--- src/rtl/cpu_monitor_pkg.sv ---
// Shared definitions for the CPU monitor: view-select codes, counter slots and
// the hex-to-7-segment glyph table.
package cpu_monitor_pkg;

   localparam int unsigned DataW  = 32;
   localparam int unsigned SelW   = 3;
   localparam int unsigned NumCnt = 7;
   localparam int unsigned NumDig = 8;

   localparam logic [SelW-1:0] MonSelDisplay  = 3'd0;
   localparam logic [SelW-1:0] MonSelCycles   = 3'd1;
   localparam logic [SelW-1:0] MonSelJumps    = 3'd2;
   localparam logic [SelW-1:0] MonSelBranches = 3'd3;
   localparam logic [SelW-1:0] MonSelTaken    = 3'd4;
   localparam logic [SelW-1:0] MonSelNops     = 3'd5;
   localparam logic [SelW-1:0] MonSelDbpHit   = 3'd6;
   localparam logic [SelW-1:0] MonSelDbpMiss  = 3'd7;

   // Counter slots; slot n is viewed with sel = n + 1
   localparam int unsigned CntCycles   = 0;
   localparam int unsigned CntJumps    = 1;
   localparam int unsigned CntBranches = 2;
   localparam int unsigned CntTaken    = 3;
   localparam int unsigned CntNops     = 4;
   localparam int unsigned CntDbpHit   = 5;
   localparam int unsigned CntDbpMiss  = 6;

   // Active-low {g,f,e,d,c,b,a}
   localparam logic [6:0] Glyph0 = 7'h40;
   localparam logic [6:0] Glyph1 = 7'h79;
   localparam logic [6:0] Glyph2 = 7'h24;
   localparam logic [6:0] Glyph3 = 7'h30;
   localparam logic [6:0] Glyph4 = 7'h19;
   localparam logic [6:0] Glyph5 = 7'h12;
   localparam logic [6:0] Glyph6 = 7'h02;
   localparam logic [6:0] Glyph7 = 7'h78;
   localparam logic [6:0] Glyph8 = 7'h00;
   localparam logic [6:0] Glyph9 = 7'h10;
   localparam logic [6:0] GlyphA = 7'h08;
   localparam logic [6:0] GlyphB = 7'h03;
   localparam logic [6:0] GlyphC = 7'h46;
   localparam logic [6:0] GlyphD = 7'h21;
   localparam logic [6:0] GlyphE = 7'h06;
   localparam logic [6:0] GlyphF = 7'h0E;

   function automatic logic [6:0] hex_glyph(input logic [3:0] nib);
      logic [6:0] g;
      case (nib)
         4'h0:    g = Glyph0;
         4'h1:    g = Glyph1;
         4'h2:    g = Glyph2;
         4'h3:    g = Glyph3;
         4'h4:    g = Glyph4;
         4'h5:    g = Glyph5;
         4'h6:    g = Glyph6;
         4'h7:    g = Glyph7;
         4'h8:    g = Glyph8;
         4'h9:    g = Glyph9;
         4'hA:    g = GlyphA;
         4'hB:    g = GlyphB;
         4'hC:    g = GlyphC;
         4'hD:    g = GlyphD;
         4'hE:    g = GlyphE;
         default: g = GlyphF;
      endcase
      return g;
   endfunction

endpackage

--- src/rtl/cpu_monitor_seg_scan.sv ---
// Free-running 8-digit multiplexer: lights one digit per ScanDiv cycles and
// registers the active-low anode and cathode drives for it.
module seg_scan
   import cpu_monitor_pkg::*;
#(
   parameter int unsigned ScanDiv = 100000
) (
   input  logic        clk,
   input  logic        rst_n,
   input  logic [31:0] data,
   input  logic [7:0]  dp_mask,
   output logic [7:0]  seg_an,
   output logic [7:0]  seg_cat
);

   localparam int unsigned PreW = (ScanDiv > 2) ? $clog2(ScanDiv) : 1;
   localparam logic [PreW-1:0] PreLast = PreW'(ScanDiv - 1);

   logic [PreW-1:0] pre;
   logic [2:0]      idx;
   logic            wrap_c;
   logic [7:0]      an_c;
   logic [7:0]      cat_c;

   assign wrap_c = (pre == PreLast);

   // Drives for the digit currently selected by idx
   always_comb begin
      an_c  = ~(8'b1 << idx);
      cat_c = {~dp_mask[idx], hex_glyph(data[{idx, 2'b00} +: 4])};
   end

   always_ff @(posedge clk or negedge rst_n) begin
      if (!rst_n) begin
         pre     <= '0;
         idx     <= '0;
         seg_an  <= 8'hFF;
         seg_cat <= 8'hFF;
      end else begin
         pre     <= wrap_c ? '0 : pre + 1'b1;
         idx     <= wrap_c ? idx + 3'd1 : idx;
         seg_an  <= an_c;
         seg_cat <= cat_c;
      end
   end

endmodule

--- src/rtl/cpu_monitor.sv ---
// Pipeline event counters with sticky halt, a registered view mux and a
// 7-segment display of the selected word.
module cpu_monitor
   import cpu_monitor_pkg::*;
#(
   parameter int unsigned ScanDiv = 100000,
   parameter int unsigned CntBits = 32
) (
   input  logic        clk,
   input  logic        rst_n,
   input  logic        en,
   input  logic        clr,
   input  logic        is_jump,
   input  logic        is_branch,
   input  logic        branched,
   input  logic        is_nop,
   input  logic        dbp_hit,
   input  logic        dbp_miss,
   input  logic        halt,
   input  logic [31:0] display,
   input  logic [2:0]  sel,
   output logic [31:0] view,
   output logic        halted,
   output logic [7:0]  seg_an,
   output logic [7:0]  seg_cat
);

   logic [CntBits-1:0] cnt [NumCnt];
   logic [NumCnt-1:0]  ev_c;
   logic               cq_c;
   logic [DataW-1:0]   view_c;

   assign cq_c = en & ~halted;
   assign ev_c = {dbp_miss, dbp_hit, is_nop, branched, is_branch, is_jump, 1'b1};

   // Event counters; clear wins over a same-cycle increment
   always_ff @(posedge clk or negedge rst_n) begin
      if (!rst_n) begin
         for (int i = 0; i < NumCnt; i++) cnt[i] <= '0;
      end else begin
         for (int i = 0; i < NumCnt; i++) begin
            if (clr)                cnt[i] <= '0;
            else if (cq_c && ev_c[i]) cnt[i] <= cnt[i] + 1'b1;
         end
      end
   end

   always_ff @(posedge clk or negedge rst_n) begin
      if (!rst_n)         halted <= 1'b0;
      else if (clr)       halted <= 1'b0;
      else if (en && halt) halted <= 1'b1;
   end

   always_comb begin
      view_c = display;
      case (sel)
         MonSelCycles:   view_c = DataW'(cnt[CntCycles]);
         MonSelJumps:    view_c = DataW'(cnt[CntJumps]);
         MonSelBranches: view_c = DataW'(cnt[CntBranches]);
         MonSelTaken:    view_c = DataW'(cnt[CntTaken]);
         MonSelNops:     view_c = DataW'(cnt[CntNops]);
         MonSelDbpHit:   view_c = DataW'(cnt[CntDbpHit]);
         MonSelDbpMiss:  view_c = DataW'(cnt[CntDbpMiss]);
         default:        view_c = display;
      endcase
   end

   always_ff @(posedge clk or negedge rst_n) begin
      if (!rst_n) view <= '0;
      else        view <= view_c;
   end

   // Decimal point on digit 0 flags a halted core
   seg_scan #(
      .ScanDiv (ScanDiv)
   ) u_seg_scan (
      .clk     (clk),
      .rst_n   (rst_n),
      .data    (view),
      .dp_mask (8'(halted)),
      .seg_an  (seg_an),
      .seg_cat (seg_cat)
   );

endmodule

--- config.mk ---
export PLATFORM = sky130hd
export DESIGN_NAME = cpu_monitor
export DESIGN_NICKNAME = d
export VERILOG_FILES = /design/src/rtl/cpu_monitor_pkg.sv /design/src/rtl/cpu_monitor_seg_scan.sv /design/src/rtl/cpu_monitor.sv
export SDC_FILE = /design/constraint.sdc
export NUM_CORES = 1
export LEC_CHECK = 0
export CORE_AREA = 2 2 148 208
export DETAILED_ROUTE_END_ITERATION = 10
export DIE_AREA = 0 0 150 210
export PLACE_DENSITY = 0.73
export SYNTH_ARGS = -nofsm -noshare
export SYNTH_HDL_FRONTEND = slang
export SYNTH_HIERARCHICAL = 1
export SYNTH_SLANG_ARGS = --single-unit
--- constraint.sdc ---
create_clock -name clk -period 4.3 [get_ports clk]
set_input_delay 1.29 -clock clk [delete_from_list [all_inputs] [get_ports clk]]
set_output_delay 1.29 -clock clk [all_outputs]
set_load 0.02 [all_outputs]
# After elaboration in Yosys (flattened, before gate mapping)
# Memories as Yosys holds them, arrays and structs flattened. A register that Yosys moved wholly into a read port is not among the register bits.
# Cells that the tools add are included.
dict set report word_totals {
  ff_bits 293
  mem_bits_ro 112
  inputBits 46
  output_inout_bits 49
  word_cells 74
  mem_count 1
}
dict set report op_classes {
  addsub 9
  magnitude_cmp 1
  n_eq_ne 8
  n_shift 2
  mux 20
  bitwise_logic 4
  reduce_logical 16
}
# name words width rd rd_ports_with_merged_regs wr line
set memory_table {}
lappend memory_table {{(no name shown)} 16 7 1 1 0 cpu_monitor_pkg.sv:48} ;# case (nib)
# op n
set ops {}
lappend ops {{$mux 32} 14}
lappend ops {{$add 32x1->32 const B} 7}
lappend ops {{$pmux 32 s7} 1}
lappend ops {{$shiftx 32x6->4} 1}
lappend ops {{$add 17x1->17 const B} 1}
lappend ops {{$eq 17x17->1 const B} 1}
lappend ops {{$mux 17} 1}
lappend ops {{$reduce_bool 2->1} 8}
lappend ops {{$eq 3x3->1 const B} 4}
lappend ops {{$not 8->8} 1}
lappend ops {{$shl 1x3->8 const A} 1}
lappend ops {{$logic_and 1x1->1} 7}
lappend ops {{$eq 3x2->1 const B} 2}
lappend ops {{$lt 3x4->1 const B} 1}
lappend ops {{$add 3x1->3 const B} 1}
lappend ops {{$bmux 1 s3} 1}
lappend ops {{$eq 3x1->1 const B} 1}
lappend ops {{$mux 1} 3}
lappend ops {{$not 1->1} 2}
lappend ops {{$and 1x1->1} 1}
lappend ops {{$logic_not 1->1} 1}

# Depth between registers and ports, before layout
# Gate-level depths: netlist (run 1).
dict set report depth {
  ltp_word 5
  depth_mapped 8
  ltp_nobuf 7
}

# Hierarchy
# The synthesis (run 1) kept the hierarchy.
# module n_inst cells_each area_each_um2 seq_area_each_um2
set by_module_without_submodules {}
lappend by_module_without_submodules {cpu_monitor 1 1514 14073.5 6431.2}
lappend by_module_without_submodules {seg_scan 1 163 2048.2 920.9}

# Least setup slack after synthesis (run 1)
# OpenSTA, ideal clock, no wires.
dict set report synth_path {
  kind {input port to flip-flop}
  startpoint {in en}
  endpoint {reg cnt[31] (netlist bit)}
  setup_ns 0.078
  arrival_ns 2.870
  required_ns 4.222
  setup_slack_ns 1.352
  stages 6
  path_buffers 1
  cell_sequence {nand3b_1 > or4_1 > or4_1 > buf_2 > or3_1 > a21oi_1}
}
dict set report synth_via {
  elab_chain_cells 3
}
# element line
set synth_rtl {}
lappend synth_rtl {{start: declaration} cpu_monitor.sv:11} ;# input logic en,
lappend synth_rtl {{$and 1x1->1} cpu_monitor.sv:33} ;# assign cq_c = en & ~halted;
lappend synth_rtl {{$logic_and 1x1->1} cpu_monitor.sv:43} ;# else if (cq_c && ev_c[i]) cnt[i] <= cnt[i] + 1'b1;
lappend synth_rtl {{$reduce_bool 2->1 (no source line)} -}
lappend synth_rtl {{end signal: indexed assignment} cpu_monitor.sv:43}
lappend synth_rtl {{end: declaration} cpu_monitor.sv:28} ;# logic [CntBits-1:0] cnt [NumCnt];
# Every way passes these cells.
# A chain may end at the register's enable or synchronous reset.

# Worst setup path in the final report (run 1)
dict set report layout_path {
  startpoint {in en}
  endpoint {reg cnt[88] (netlist bit)}
}
# The elaborated chain is that of the path after synthesis.

==> results.json, run 1 <==
{
  "status": "complete, no violations",
  "dp_slack_ns": 0.635,
  "slew_viol_final": 0,
  "ant_nets": 0,
  "async_flop_share_pct": 100,
  "dieArea_um2": 31500,
  "path_max_fanout": 15,
  "required_ns": 4.74,
  "grt_max_degree": 117,
  "cts_root_buf": "clkbuf_16",
  "start_util_pct": 54.4,
  "viasPerCell": 6.21,
  "ctsHoldBuffers": 0,
  "drv_cap": 0,
  "synth_compound_area_share_pct": 6.11,
  "post_cts_buffers": 0,
  "vias": 13400,
  "drt-initial-drc-count": 1280,
  "setup_viol": 0,
  "synthSimpleGateAreaFrac_pct": 24.5,
  "cts-buffers-inserted": 30,
  "io_pins": 95,
  "fin_skew_ns": 0.00861,
  "p_total_w": 0.00585,
  "synthMuxAreaShare_pct": 8.10,
  "ys_seq_area_share_pct": 45.6,
  "synthesis.area_um2": 16100,
  "synth_top_family_by_area": "simple AND/OR/NAND/NOR gates",
  "htreeDepth": 1,
  "ys_ff_latch": 293,
  "dr.pass1.iters": 7,
  "hold_path.class": "reg -> reg",
  "worstSkewPairLatency_ns": 0.57,
  "rsz0062_at_grt": "false",
  "grt_pass1_vias": 13000,
  "portBuffers": 94,
  "fillers": 2448,
  "netlist_instances": 1677,
  "crit_arrival_ns": 3.56,
  "rows": 75,
  "grt_overflow": 0,
  "path_class": "in -> reg",
  "syn_to_final_growth_pct": 14.5,
  "period_minus_slack_ns": 3.12,
  "drcViolationCount": 0,
  "synth_edf_count": 0,
  "fmax_mhz": 320,
  "holdWs_ns": 0.481,
  "period_share_pct": 72.6,
  "irDropWorstVdd_uv": 264,
  "setup_slack_ns": 1.18,
  "synth_xor_area_share_pct": 11.0,
  "endpoint_kind": "flop",
  "finalHoldViolCount": 0,
  "hpwlAfterDp_mm": 35.1,
  "tritoncts": "built",
  "p_per_area_nw_per_um2": 317,
  "yosys-top-cells-area": "dfrtp_1, nor2_1, xnor2_1",
  "clk_path_buf_depth": 3,
  "antenna_found_initial": 1,
  "ys_types": 56,
  "totalWireLength_mm": 48.1,
  "antenna_cells": 0,
  "cts.repair.resized": 0,
  "postLayoutCoreUtil_pct": 62.3,
  "drive_above_1_share_pct": 8.86,
  "yosysWarnings": 13,
  "synthFlopType": "dfrtp_1",
  "synth_top_area_cell": "dfrtp_1",
  "wl_per_cell_um": 22.3,
  "chipHeight_um": 210,
  "crit_path_start_kind": "input pin",
  "max_slew_margin_pct": 21.2,
  "p_leak_nw": 7.55,
  "avgSynthCellArea_um2": 9.61,
  "synthAdderAreaFrac_pct": 1.55,
  "clkTransAtPathRegs_ns": 0.07,
  "synth_top_area_share_pct": 43.0,
  "grt_pass1_wl_mm": 73.8,
  "gp_congestion": 0.983,
  "num-nets-final": 1814,
  "coreArea_um2": 29700,
  "worst_pin_slew_ns": 1.17,
  "tns_ns": 0,
  "grt_use_total_pct": 30.6,
  "die_x_um": 150,
  "cts.sinks": 293
}
stage by stage:
step	area (um^2)	instances
final	18500	2157
after global routing	18500	2157
after CTS	18500	2157
after detailed placement	17500	2101
after global placement	17500	2101
after floorplan	16100	1683
logic make-up (layout without fill, tap and decap cells):
group | after synthesis | after routing
simple gates | 793 | 793
compound gates | 162 | 162
fa+ha+maj | 20 | 20
xor+xnor | 202 | 202
flops | 293 | 293
other cells | 1 | 7
mux | 77 | 77
buf+inv | 129 | 218
routing by layer:
metal | share of wire, % | GRT usage, % | vias to the layer above
met5 | 0.027 | 0 | -
met4 | 6.9 | 19.0 | 2
met3 | 6.6 | 4.48 | 147
met2 | 49 | 50.9 | 592
met1 | 37 | 37.2 | 6621
li1 | - | - | 6028
path summary, 6_finish.rpt:
check / startpoint / end / slack (ns) / cells past startpoint
min in group asynchronous: rst_n / u_seg_scan/pre[4] / 0.70 / 1
max in group asynchronous: rst_n / cnt[69] / 2.58 / 2
worst max register to register: u_seg_scan/idx[0] / u_seg_scan/seg_cat[0] / 1.53 / 7
worst min register to register: u_seg_scan/pre[0] / u_seg_scan/pre[0] / 0.48 / 1
worst min-delay path: u_seg_scan/pre[0] / u_seg_scan/pre[0] / 0.48 / 1
worst max-delay path: en / cnt[88] / 1.18 / 7
cells in the mapped netlist (7+ instances only):
cell type    n
dfrtp_1    277
nor2_1     255
nand2_1    138
xnor2_1    106
xor2_1      96
nand3_1     86
clkbuf_1    72
nand4_1     71
a21oi_1     61
o21ai_0     44
inv_1       40
nor3_1      37
nor4_1      37
and3_1      31
mux4_2      31
mux2i_1     30
or3_1       30
and4_1      29
ha_1        20
nor2b_1     20
dfstp_2     16
and2_1      15
nand2b_1    13
a221oi_1    12
a22oi_1     10
buf_1        9
mux2_2       7
mux4_1       7
state kept, by name (all words and copies together) (netlist names):
name	flops
cnt	224
view	32
u_seg_scan/pre	17
u_seg_scan/seg_an	8
u_seg_scan/seg_cat	8
u_seg_scan/idx	3
halted	1
cells in the final DEF, fill, tap and decap left out, types with 4 or more instances in the layout:
master | Yosys | layout
dfrtp_1 | 277 | 277
nor2_1 | 255 | 255
nand2_1 | 138 | 138
xnor2_1 | 106 | 106
xor2_1 | 96 | 96
clkdlybuf4s50_1 | 0 | 89
nand3_1 | 86 | 86
nand4_1 | 71 | 71
a21oi_1 | 61 | 61
o21ai_0 | 44 | 44
inv_1 | 40 | 40
nor3_1 | 37 | 37
nor4_1 | 37 | 34
clkbuf_16 | 0 | 33
mux4_2 | 31 | 31
and3_1 | 31 | 31
mux2i_1 | 30 | 30
or3_1 | 30 | 30
and4_1 | 29 | 29
buf_4 | 2 | 25
nor2b_1 | 20 | 20
ha_1 | 20 | 20
dfstp_2 | 16 | 16
and2_1 | 15 | 15
nand2b_1 | 13 | 13
a221oi_1 | 12 | 12
clkinv_2 | 0 | 12
a22oi_1 | 10 | 10
mux2_2 | 7 | 7
mux4_1 | 7 | 7
conb_1 | 1 | 7
o22ai_1 | 6 | 6
a22o_1 | 6 | 6
a211oi_1 | 6 | 6
nand4b_1 | 6 | 6
or2_2 | 6 | 6
or4_1 | 6 | 6
nor4_2 | 2 | 5
buf_12 | 0 | 4
cell type report:
| type | instances | area, um^2 | area share [%] |
|---|---|---|---|
| Clock inverter | 18 | 105 | 0.569 |
| Multi-Input combinational cell | 1261 | 8310 | 45.0 |
| Sequential cell | 293 | 7350 | 39.8 |
| Timing Repair Buffer | 122 | 1190 | 6.47 |
| Inverter | 40 | 150 | 0.813 |
| Tap cell | 385 | 482 | 2.61 |
| Clock buffer | 38 | 875 | 4.74 |
power breakdown:
part	internal (W)	leakage [nW]	total (W)	switching, W
clock	0.00144	0.495	0.00258	0.00114
combinational	0.000166	3.05	0.000445	0.000279
sequential	0.00279	4.00	0.00282	0.0000268
total	0.00440	7.55	0.00585	0.00144
critical path, cell delays in order:
cell             delay [ns]
clkdlybuf4s50_1        0.51
buf_4                  0.24
and4b_1                0.29
nand4_1                0.51
nor4_1                 0.51
xnor2_1                0.16
nor2_1                 0.05
(Power assumes the default switching activity.)
==> run 2: changes to the inputs <==
==> constraint.sdc (replaced) <==
create_clock -name clk -period 3 [get_ports clk]
set_input_delay 0.9 -clock clk [delete_from_list [all_inputs] [get_ports clk]]
set_output_delay 0.9 -clock clk [all_outputs]
set_load 0.02 [all_outputs]
==> run 2 against run 1 <==
  * Sequential power rose by 43%
  * Worst setup slack got worse by 1.0 ns
  * Clock power rose by 61%
  * Global-route usage rose by 1.2 points
  * Critical path type is now reg -> out
  * Die area did not move
==> results.json, run 2 (same netlist as run 1, synthesis figures left out) <==
{
  "status": "complete, no violations",
  "final_cell_mix": "dfrtp_1, nor2_1, nand2_1",
  "finalHoldViolCount": 0,
  "wl_per_cell_um": 22.5,
  "p_per_area_nw_per_um2": 467,
  "hold_path.class": "in -> async",
  "postLayoutCellArea_um2": 19000,
  "viasPerCell": 6.20,
  "cts.repair.resized": 0,
  "cp_num_buf_inv": 2,
  "drv_cap": 0,
  "top_register": "cnt",
  "regToRegStartpoint": "u_seg_scan/idx[0]",
  "endpoint_kind": "output port",
  "hpwlAfterDp_mm": 36.8,
  "start_util_pct": 54.4,
  "r2r_cells": 7,
  "grt_overflow": 0,
  "slew_viol_final": 0,
  "grt_max_degree": 127,
  "crit_arrival_ns": 1.93,
  "antenna_found_initial": 0,
  "reg_top3": "cnt x224, view x32, u_seg_scan/pre x17",
  "reg2reg_slack_ns": 0.49,
  "critical_path.cell_chain": "buf_4 -> clkdlybuf4s50_1",
  "grt_use_total_pct": 31.8,
  "chipHeight_um": 210,
  "cts.sinks": 293,
  "crit_path_start_kind": "flop",
  "drcViolationCount": 0,
  "worst_pin_slew_ns": 0.822,
  "syn_to_final_growth_pct": 18.1,
  "ant_nets": 0,
  "cts_root_buf": "clkbuf_16",
  "ctsHoldBuffers": 0,
  "r2r-end": "u_seg_scan/seg_cat[0]",
  "portBuffers": 94,
  "cts-buffers-inserted": 30,
  "required_ns": 2.10,
  "totalWireLength_mm": 49.8,
  "irDropWorstVdd_uv": 448,
  "path_class": "reg -> out",
  "placed_cell_area_um2": 17900,
  "period_minus_slack_ns": 2.83,
  "antenna_cells": 0,
  "max_slew_margin_pct": 45.1,
  "critical_path.max_stage_delay_ns": 0.67,
  "drt-initial-drc-count": 1210,
  "mostFrequentLayoutCell": "dfrtp_1",
  "io_pins": 95,
  "rsz0062_at_grt": "false",
  "crit_slowest_cell": "clkdlybuf4s50_1",
  "worstSkewPairLatency_ns": 0.57,
  "vias": 13700,
  "fmax_mhz": 353,
  "setup_viol": 0,
  "grt_pass1_wl_mm": 76.3,
  "grt_pass1_vias": 13600,
  "tns_ns": 0,
  "num-nets-final": 1868,
  "largest_register_ff_count": 224,
  "post_cts_buffers": 0,
  "coreArea_um2": 29700,
  "dr.pass1.iters": 6,
  "period_share_pct": 94.3,
  "rows": 75,
  "clkTransAtPathRegs_ns": 0.07,
  "gp_congestion": 0.957,
  "dieArea_um2": 31500,
  "clk_path_buf_depth": 3,
  "tritoncts": "built",
  "htreeDepth": 1,
  "p_leak_nw": 7.87,
  "path_max_fanout": 12,
  "fin_skew_ns": 0.0145,
  "drive_above_1_share_pct": 11.7,
  "critPathTopFamily": "buffers and inverters",
  "die_x_um": 150
}
## run 2: changes by cell type in the layout (fill, tap and decap cells not counted), sizes merged
| cell | before | now |
|---|---|---|
| buf | 33 | 87 |
| bufinv | 0 | 6 |
| clkbuf | 38 | 34 |
| inv | 43 | 41 |
## run 2: routing by layer
metal	up-vias	track usage [%]	wire (um)
met3	141	4.09	3210
met4	0	18.9	3340
met5	-	0	0
li1	6145	-	-
met1	6852	38.3	18500
met2	570	54.2	24700
## run 2: worst max path at each step
stage	from	end	slack, ns	depth (start not counted)
final	halted	halted	0.17	2
after detailed placement	en	cnt[31]	-0.21	6
after global routing	halted	halted	0.14	2
after CTS	halted	halted	0.15	2
after global placement	en	cnt[31]	-0.18	6
after floorplan	en	cnt[31]	0.44	6
## run 2: metrics by stage
stage | hold WS [ns] | util (%) | total power, W | std cells | worst slack (ns)
5_1_grt | 0.267 | 64.2 | 0.00918 | 2211 | 0.144
3_5_place_dp | 0.474 | 60.5 | 0.00480 | 2155 | -0.211
6_report | 0.247 | 64.2 | 0.00889 | 2211 | 0.171
4_1_cts | 0.264 | 64.2 | 0.00895 | 2211 | 0.154
3_3_place_gp | 0.462 | 60.5 | 0.00479 | 2155 | -0.181
2_1_floorplan | 0.436 | - | 0.00442 | 1683 | 0.442
## run 2: report_power, final
part	leakage (nW)	internal [W]	switching [W]	total, W
combinational	3.33	0.000274	0.000417	0.000691
sequential	4.00	0.00400	0.0000386	0.00404
clock	0.546	0.00248	0.00168	0.00416
## run 2: worst register-to-register path, stage by stage, from the launching register on
cell     delay, ns
dfrtp_1       0.69
mux4_1        0.68
mux2i_1       0.18
buf_4         0.18
inv_1         0.07
ha_1          0.23
and3_2        0.19
a211o_1       0.22
## run 2: layout make-up
type                            instances  area [um^2]
Timing Repair Buffer                  176         1650
Tap cell                              385          482
Clock buffer                           34          817
Clock inverter                         22          283
Inverter                               40          150
Sequential cell                       293         7350
Fill cell                            2411        10600
Multi-Input combinational cell       1261         8310
